`src/rtl/outport_uart_tx_if.sv`:
```
// Write-side snoop of the CPU output port: the load strobe and the datapath bus
// that the UART transmitter captures bytes from.
interface outport_uart_tx_if;
    logic        Out_Portin;
    logic [31:0] Busout;

    modport master (output Out_Portin, output Busout);
    modport slave  (input  Out_Portin, input  Busout);
endinterface

```
`src/rtl/outport_uart_tx.sv`:
```
// Queues bytes written to the CPU output port and shifts each one out as an
// 8N1 UART frame; writes to a full queue are dropped and flagged, never stalled.
//
// Handshake: there is no back-pressure. A byte is accepted on every rising edge
// where bus.Out_Portin=1 and fifo_full=0 (registered value); otherwise it is
// dropped and overflow is set until Reset.
module outport_uart_tx #(
    parameter int CLKS_PER_BIT = 16,
    parameter int FIFO_DEPTH   = 8,
    parameter int CNT_W        = 4
) (
    input  logic             clk,
    input  logic             Reset,
    outport_uart_tx_if.slave bus,
    output logic             tx,
    output logic             busy,
    output logic             fifo_empty,
    output logic             fifo_full,
    output logic [CNT_W-1:0] fifo_count,
    output logic             overflow,
    output logic [1:0]       dbg_state
);

    localparam int PTR_W  = (FIFO_DEPTH > 1) ? $clog2(FIFO_DEPTH) : 1;
    localparam int BAUD_W = (CLKS_PER_BIT > 1) ? $clog2(CLKS_PER_BIT) : 1;
    localparam logic [BAUD_W-1:0] BAUD_LAST = BAUD_W'(CLKS_PER_BIT - 1);
    localparam logic [CNT_W-1:0]  CNT_FULL  = CNT_W'(FIFO_DEPTH);

    localparam logic [1:0] S_IDLE  = 2'd0;
    localparam logic [1:0] S_START = 2'd1;
    localparam logic [1:0] S_DATA  = 2'd2;
    localparam logic [1:0] S_STOP  = 2'd3;

    logic [1:0]        state;
    logic [BAUD_W-1:0] baud;
    logic [2:0]        bit_idx;
    logic [7:0]        shift;

    logic [7:0]        mem [FIFO_DEPTH];
    logic [PTR_W-1:0]  wr_ptr;
    logic [PTR_W-1:0]  rd_ptr;

    logic              push;
    logic              pop;
    logic [CNT_W-1:0]  count_next;

    // Only the low byte of the bus is ever transmitted.
    logic unused_busout_hi;
    assign unused_busout_hi = ^bus.Busout[31:8];

    // Fullness and emptiness are judged on the registered flags, so a push
    // coinciding with the pop of a full queue is still refused.
    always_comb begin
        push       = bus.Out_Portin && !fifo_full;
        pop        = (state == S_IDLE) && !fifo_empty;
        count_next = fifo_count;
        if (push && !pop) begin
            count_next = fifo_count + CNT_W'(1);
        end else if (pop && !push) begin
            count_next = fifo_count - CNT_W'(1);
        end
    end

    always_ff @(posedge clk) begin
        if (push) begin
            mem[wr_ptr] <= bus.Busout[7:0];
        end
    end

    always_ff @(posedge clk) begin
        if (Reset) begin
            wr_ptr     <= '0;
            rd_ptr     <= '0;
            fifo_count <= '0;
            fifo_empty <= 1'b1;
            fifo_full  <= 1'b0;
            overflow   <= 1'b0;
        end else begin
            if (push) begin
                wr_ptr <= wr_ptr + PTR_W'(1);
            end
            if (pop) begin
                rd_ptr <= rd_ptr + PTR_W'(1);
            end
            if (bus.Out_Portin && fifo_full) begin
                overflow <= 1'b1;
            end
            fifo_count <= count_next;
            fifo_empty <= (count_next == '0);
            fifo_full  <= (count_next == CNT_FULL);
        end
    end

    // tx and busy are updated on the same edge as the state they belong to,
    // so the line reflects the new state with no extra cycle of latency.
    always_ff @(posedge clk) begin
        if (Reset) begin
            state   <= S_IDLE;
            baud    <= '0;
            bit_idx <= '0;
            shift   <= '0;
            tx      <= 1'b1;
            busy    <= 1'b0;
        end else begin
            case (state)
                S_IDLE: begin
                    tx   <= 1'b1;
                    busy <= 1'b0;
                    baud <= '0;
                    if (!fifo_empty) begin
                        shift <= mem[rd_ptr];
                        state <= S_START;
                        tx    <= 1'b0;
                        busy  <= 1'b1;
                    end
                end
                S_START: begin
                    if (baud == BAUD_LAST) begin
                        baud    <= '0;
                        bit_idx <= '0;
                        state   <= S_DATA;
                        tx      <= shift[0];
                    end else begin
                        baud <= baud + BAUD_W'(1);
                    end
                end
                S_DATA: begin
                    if (baud == BAUD_LAST) begin
                        baud <= '0;
                        if (bit_idx == 3'd7) begin
                            state <= S_STOP;
                            tx    <= 1'b1;
                        end else begin
                            bit_idx <= bit_idx + 3'd1;
                            tx      <= shift[bit_idx + 3'd1];
                        end
                    end else begin
                        baud <= baud + BAUD_W'(1);
                    end
                end
                S_STOP: begin
                    if (baud == BAUD_LAST) begin
                        baud  <= '0;
                        state <= S_IDLE;
                        busy  <= 1'b0;
                        tx    <= 1'b1;
                    end else begin
                        baud <= baud + BAUD_W'(1);
                    end
                end
                default: begin
                    state <= S_IDLE;
                    tx    <= 1'b1;
                    busy  <= 1'b0;
                    baud  <= '0;
                end
            endcase
        end
    end

    assign dbg_state = state;

endmodule

```
`src/flat_wrapper.sv`:
```
// flat-port wrapper written by rule: the top's interface ports become plain ports
module outport_uart_tx_flat 
#(
    parameter int CLKS_PER_BIT = 16,
    parameter int FIFO_DEPTH   = 8,
    parameter int CNT_W        = 4
)
  (clk, Reset, tx, busy, fifo_empty, fifo_full, fifo_count, overflow, dbg_state, bus_Out_Portin, bus_Busout);
  outport_uart_tx_if bus_i ();
  input  logic clk;
  input  logic Reset;
  output logic tx;
  output logic busy;
  output logic fifo_empty;
  output logic fifo_full;
  output logic [CNT_W-1:0] fifo_count;
  output logic overflow;
  output logic [1:0] dbg_state;
  input wire logic [$bits(bus_i.Out_Portin)-1:0] bus_Out_Portin;
  input wire logic [$bits(bus_i.Busout)-1:0] bus_Busout;
  assign bus_i.Out_Portin = bus_Out_Portin;
  assign bus_i.Busout = bus_Busout;
  outport_uart_tx #(.CLKS_PER_BIT(CLKS_PER_BIT), .FIFO_DEPTH(FIFO_DEPTH), .CNT_W(CNT_W)) u_core (.clk(clk), .Reset(Reset), .bus(bus_i), .tx(tx), .busy(busy), .fifo_empty(fifo_empty), .fifo_full(fifo_full), .fifo_count(fifo_count), .overflow(overflow), .dbg_state(dbg_state));
endmodule
```
`config.mk`:
```
export PLATFORM = sky130hd
export DESIGN_NAME = outport_uart_tx_flat
export DESIGN_NICKNAME = d
export VERILOG_FILES = /design/src/rtl/outport_uart_tx_if.sv /design/src/rtl/outport_uart_tx.sv /design/src/flat_wrapper.sv
export SDC_FILE = /design/constraint.sdc
export NUM_CORES = 1
export LEC_CHECK = 0
export BUFFER_PORTS_ARGS = -buffer_cell sky130_fd_sc_hd__buf_2
export CORE_AREA = 3 3 87 130
export DETAILED_ROUTE_END_ITERATION = 7
export DIE_AREA = 0 0 90 133
export PLACE_DENSITY = 0.61
export SLEW_MARGIN = 20
export SYNTH_ARGS = -nofsm -noshare
export SYNTH_HDL_FRONTEND = slang
export SYNTH_SLANG_ARGS = --single-unit
```
`constraint.sdc`:
```
create_clock -name clk -period 6 [get_ports clk]
set_input_delay 0.3 -clock clk [delete_from_list [all_inputs] [get_ports clk]]
set_output_delay 0.3 -clock clk [all_outputs]
set_load 0.01 [all_outputs]
```
# Word level (Yosys, flattened, before mapping)
# Memory sizes are Yosys's and may differ from the RTL's. A register that Yosys moved wholly into a read port is not among the register bits.
# Cells that the tools add are included.
# W data, S select, Z words.
# word_totals
input_bits	35
output_inout_bits	11
mem_bits_rw	64
regBits	24
elab_cells	78
mem_count	1
# memory_table
name	words	width	read_ports	rd_clocked_by_memory_dff	wr	line	source
u_core.mem	8	8	1	1	1	outport_uart_tx.sv:39	logic [7:0] mem [FIFO_DEPTH];
# classes
add_sub_neg	6
muxes	27
reduce_logical	19
n_lt_le_gt_ge	1
eq_ne	12
bitwise_logic	1
# op_table
op	count
$mux W4	3
$mux W1	10
$mux W2	5
$add A3 B1 Y3 const B	3
$mux W3	3
$add A4 B1 Y4 const B	2
$eq A4 B4 Y1 const B	2
$ne A2 B1 Y1 const B	4
$pmux W2 S4	1
$pmux W4 S2	1
$pmux W3 S2	1
$logic_and A1 B1 Y1	5
$reduce_and A5 Y1	1
$eq A2 B2 Y1 const B	2
$logic_not A1 Y1	4
$logic_not A4 Y1	1
$lt A3 B4 Y1 const B	1
$ne A2 B2 Y1 const B	2
$pmux W1 S4	1
$reduce_and A2 Y1	2
$reduce_and A4 Y1	1
$reduce_bool A2 Y1	2
$sub A4 B1 Y4 const B	1
$bmux W1 S3	1
other kinds (7)	7

# Depth between registers and ports, before layout
# logic_depth
ltp_word	7
mapped_depth	7
ltp_nobuf	7

# Least setup slack after synthesis
# No wires, ideal clock.
# synth_timing
path_type	flip-flop to flip-flop
from	register u_core.bit_idx[0]
to	register u_core.tx
path_buffers	0
path_stages_with_launch	7
synth_period_minus_slack_ns	1.885
arrival_time_ns	1.757
slack_ns	4.115
path_cell_list	dfxtp_1 -> ha_1 -> ha_1 -> mux4_2 -> nor2b_1 -> a211oi_1 -> o41ai_1
# synth_via
elab_chain_cells	6
# synth_lines
element	line	source
from (decl)	outport_uart_tx.sv:36	logic [2:0] bit_idx;
from (signal assigned)	outport_uart_tx.sv:134	bit_idx <= bit_idx + 3'd1;
$add A3 B1 Y3	outport_uart_tx.sv:135	tx <= shift[bit_idx + 3'd1];
$bmux W1 S3	outport_uart_tx.sv:135	
$mux W1 (implied by the code)	outport_uart_tx.sv:135	
$mux W1 (*)	outport_uart_tx.sv:130	if (bit_idx == 3'd7) begin
$mux W1 (*)	outport_uart_tx.sv:128	if (baud == BAUD_LAST) begin
$pmux W1 S4 (*)	outport_uart_tx.sv:105	case (state)
to (signal assigned)	outport_uart_tx.sv:122	tx <= shift[0];
to (signal assigned)	outport_uart_tx.sv:135	
to (decl)	outport_uart_tx.sv:15	output logic tx,
# Mark *: on every way between the ends. The rest lies on a longest branch, timed or not. The select of a mux whose other input is x is not followed.
# A chain may end at the register's enable or synchronous reset.

# Final worst setup path
# layout_timing
from	register u_core.state[0] (netlist: u_core.dbg_state[0])
to	register u_core.fifo_full
# layout_via
elab_chain_cells	6
# layout_lines
element	line	source
from (decl)	outport_uart_tx.sv:34	logic [1:0] state;
from (signal assigned)	outport_uart_tx.sv:98	state <= S_IDLE;
from (signal assigned)	outport_uart_tx.sv:112	state <= S_START;
from (signal assigned)	outport_uart_tx.sv:121	state <= S_DATA;
$logic_not A2 Y1 (*)	outport_uart_tx.sv:55	pop = (state == S_IDLE) && !fifo_empty;
$logic_and A1 B1 Y1 (*)	outport_uart_tx.sv:55	
$logic_and A1 B1 Y1 / $logic_not A1 Y1 (equally long branches)	outport_uart_tx.sv:59, outport_uart_tx.sv:57	
$mux W4 / $logic_and A1 B1 Y1 (equally long branches)	outport_uart_tx.sv:59, outport_uart_tx.sv:57	
$mux W4 (*)	outport_uart_tx.sv:57	if (push && !pop) begin
$eq A4 B4 Y1 (*)	outport_uart_tx.sv:90	fifo_full <= (count_next == CNT_FULL);
to (signal assigned)	outport_uart_tx.sv:90	
to (decl)	outport_uart_tx.sv:18	output logic fifo_full,
# Mark *: on every way between the ends. The rest lies on a longest branch, timed or not.

==> key figures <==
Synthesis
  • Seq cells post-synth: 96
  • Synth unique cells: 42
  • Register area share after synthesis: 0.6329
  • Dominant cell type by area after synthesis: edfxtp_1
  • Netlist Area Pre-Place: 4049 sq um
  • Synth Flop Type: edfxtp_1
  • Ys async rst share: 0
  • Post-synthesis cell count: 272
  • Synthesized Nets: 319
  • Post-synth EDFFs: 64
  • Avg Inst Size Synth: 14.89 sq um
  • Yosys Warn Count: 0
  • Proportion of netlist area held by the largest area contributor: 0.4747
  • Top cells by area, synth: edfxtp_1, dfxtp_1, mux4_1, ha_1, mux4_2

Die
  • I/O Pins: 46
  • Die Area: 11970 sq um
  • Starting Density: 0.3951
  • Die Wd: 90 um
  • Number of core rows: 45
  • Core box area: 10250 sq um
  • Die height: 133 um

Worst setup path
  • Req. time, crit path: 6.27 ns
  • Crit. End Element: register
  • Crit-path slowest cell: nor2b_2
  • Critical Path Start Type: register
  • Crit path cell chain: inv_1 > ha_1 > nor2b_2 > a211oi_1 > nor4_2 > o21ai_1 > nor3_2
  • CP max stage delay: 0.70 ns
  • Crit-path max FO: 23
  • Worst Path Arrival: 2.55 ns
  • Worst setup path class: reg2reg

STA
  • Setup violations, final: 0
  • Tmin final: 2.277 ns
  • Fin. Hold Viols: 0
  • Skew final: 0.005575 ns
  • Max-slew violations: 0
  • Post-route clock period utilization: 0.3795
  • RSZ-0062 raised after global routing: no
  • Slew headroom: 0.2925
  • Maximum clock frequency: 439.2 MHz
  • Worst Max-Slew Pin Slew: 1.060 ns
  • Setup TNS Final: 0 ns

Cells and area
  • Nets: 341
  • Most frequent cells in the layout: edfxtp_1, dfxtp_1, nor2_1
  • Finished Layout Cells: 440
  • Commonest non-fill, non-tap cell in the layout: edfxtp_1
  • Area Overhead vs Synth: 13.66%
  • Ant diodes: 0
  • Share of layout cells above drive strength 1: 0.1839

Clock network
  • Clk_lat worst skew: 0.34 ns
  • # H-tree levels: 3
  • Post-CTS setup buffers: 0
  • Post-CTS Hold Buffers: 0
  • Root Driver: clkbuf_16
  • CTS tree: built
  • Clk slew on worst S/H paths: 0.07 ns
  • CTS Buf Count: 9
  • Clock sink total: 96
  • Post-CTS sizing: 0
  • CTS Buffer Depth: 2

Place
  • Post-DP HPWL: 4803 um
  • GPL Wtd Cong: 0.7737
  • IO buf count: 21
  • Placed cell count: 424

Detailed routing
  • DRC errors left: 0
  • 1st-iter DRT viols: 80
  • Number of nets with antenna violations after routing: 0
  • Via count: 2237
  • Final WL: 7315 um
  • Avg Vias per Cell: 5.084
  • WL per Instance: 16.63 um
  • TritonRoute pass-1 iters: 4

Power
  • Logic pwr share: 0.239
  • Max IR drop VDD: 0.1596 mV
  • Switching Share: 0.2927
  • Net Sw Power: 0.5716 mW
  • Flop pwr share: 0.449
  • Pint: 1.381 mW
  • Leak pwr: 1.595 nW
  • Clk network pwr share: 0.311
  • PwrDens: 424.4 nW/um^2

Global route
  • Gr usage total: 0.1274
  • Largest net degree at the start of global routing: 24
  • Met3 Use GR: 0.03470
  • Grt met1 use: 0.1344
  • First-pass GRT wire length: 11670 um
  • Met2 usage: 0.2412
  • Grt peak-use layer: met2
  • Grt total ovfl: 0
  • Vias in the first global route: 2303
  • Initial antenna violation count: 0

Flow run
  • Max Cap Viol: 0

Outcome
  • Status: complete, no violations

Hold path
  • Type of the tightest min-delay check: in2reg
-- sequential cells by signal (all words and copies together) (netlist names) --
| signal | count |
|---|---|
| u_core.overflow | 1 |
| u_core.rd_ptr | 3 |
| u_core.dbg_state | 2 |
| u_core.fifo_full | 1 |
| u_core.fifo_empty | 1 |
| u_core.bit_idx | 3 |
| u_core.baud | 4 |
| u_core.wr_ptr | 3 |
| u_core.fifo_count | 4 |
| u_core.mem | 64 |
| u_core.busy | 1 |
| u_core.shift | 8 |
| u_core.tx | 1 |
-- logic make-up after synthesis --
logic type | after synthesis | synth area share
and+or+nand+nor | 67 | 0.08560
adders and majority gates | 12 | 0.03708
DFF | 96 | 0.6329
xor gates and xnor gates | 9 | 0.01947
muxes | 28 | 0.1360
buffers and inverters | 18 | 0.02688
AOI/OAI and AO/OA | 42 | 0.06212
-- Yosys cell counts (all sizes together) (3+ instances only) --
| library cell | instances |
|---|---|
| nor4 | 3 |
| nand3 | 6 |
| a211oi | 7 |
| o21ai | 12 |
| buf | 10 |
| nor3 | 7 |
| nor2 | 23 |
| xor2 | 4 |
| ha | 12 |
| inv | 7 |
| nand2b | 6 |
| edfxtp | 64 |
| dfxtp | 32 |
| nor2b | 5 |
| nand2 | 13 |
| xnor2 | 5 |
| mux4 | 18 |
| mux2i | 10 |
| a21oi | 16 |
-- metrics by stage --
step	power [mW]	area, sq um	util	hold WS [ns]	worst slack (ns)
6_report	1.953	4602	0.4491	0.2314	3.723
5_1_grt	2.047	4602	0.4491	0.2364	3.473
4_1_cts	1.973	4602	0.4491	0.2301	3.703
3_5_place_dp	1.365	4282	0.4178	0.4437	3.707
3_3_place_gp	1.350	4282	0.4178	0.4389	3.734
2_1_floorplan	1.253	4049	-	0.3989	4.115
-- final timing paths --
| check | start | endpoint | slack [ns] | cells after the start |
|---|---|---|---|---|
| worst max-delay path | u_core.dbg_state[0] | u_core.fifo_full | 3.72 | 7 |
| worst min-delay path | bus_Busout[6] | u_core.mem[0][6] | 0.23 | 1 |
| worst min register to register | u_core.baud[0] | u_core.baud[0] | 0.45 | 1 |
| worst max register to register | u_core.dbg_state[0] | u_core.fifo_full | 3.72 | 7 |
-- power by group through the flow --
stage / Combinational [mW] / Sequential [mW] / Clock, mW
2_1_floorplan: 0.400 / 0.852 / 0
4_1_cts: 0.473 / 0.881 / 0.620
3_5_place_dp: 0.470 / 0.895 / 0
3_3_place_gp: 0.460 / 0.890 / 0
6_report: 0.467 / 0.878 / 0.608
5_1_grt: 0.514 / 0.891 / 0.642
-- worst max-delay path: cells and delay by family (launching register included) --
family	cells	cell delay [ns]
adders and majority gates	1	0.22
buffers and inverters	1	0.11
DFF	1	0.35
AOI/OAI and AO/OA	2	0.31
and+or+nand+nor	3	1.20
-- metal layers --
layer  part of all wire  up-vias
li1                   -     1087
met1               0.41     1121
met2               0.55       24
met3              0.028        5
met4              0.012        0
met5                  0        -
-- area by class of cell --
cell class / instances / area, sq um
clock buffers: 10 / 229.0
repair buffers: 22 / 112.6
clock inverters: 6 / 91.34
well taps: 141 / 176.4
multi-input cells: 158 / 1404
inverters: 7 / 26.28
flip-flops and latches: 96 / 2562
fillers: 941 / 5645
Note: power is estimated with default switching activity, not from simulation.
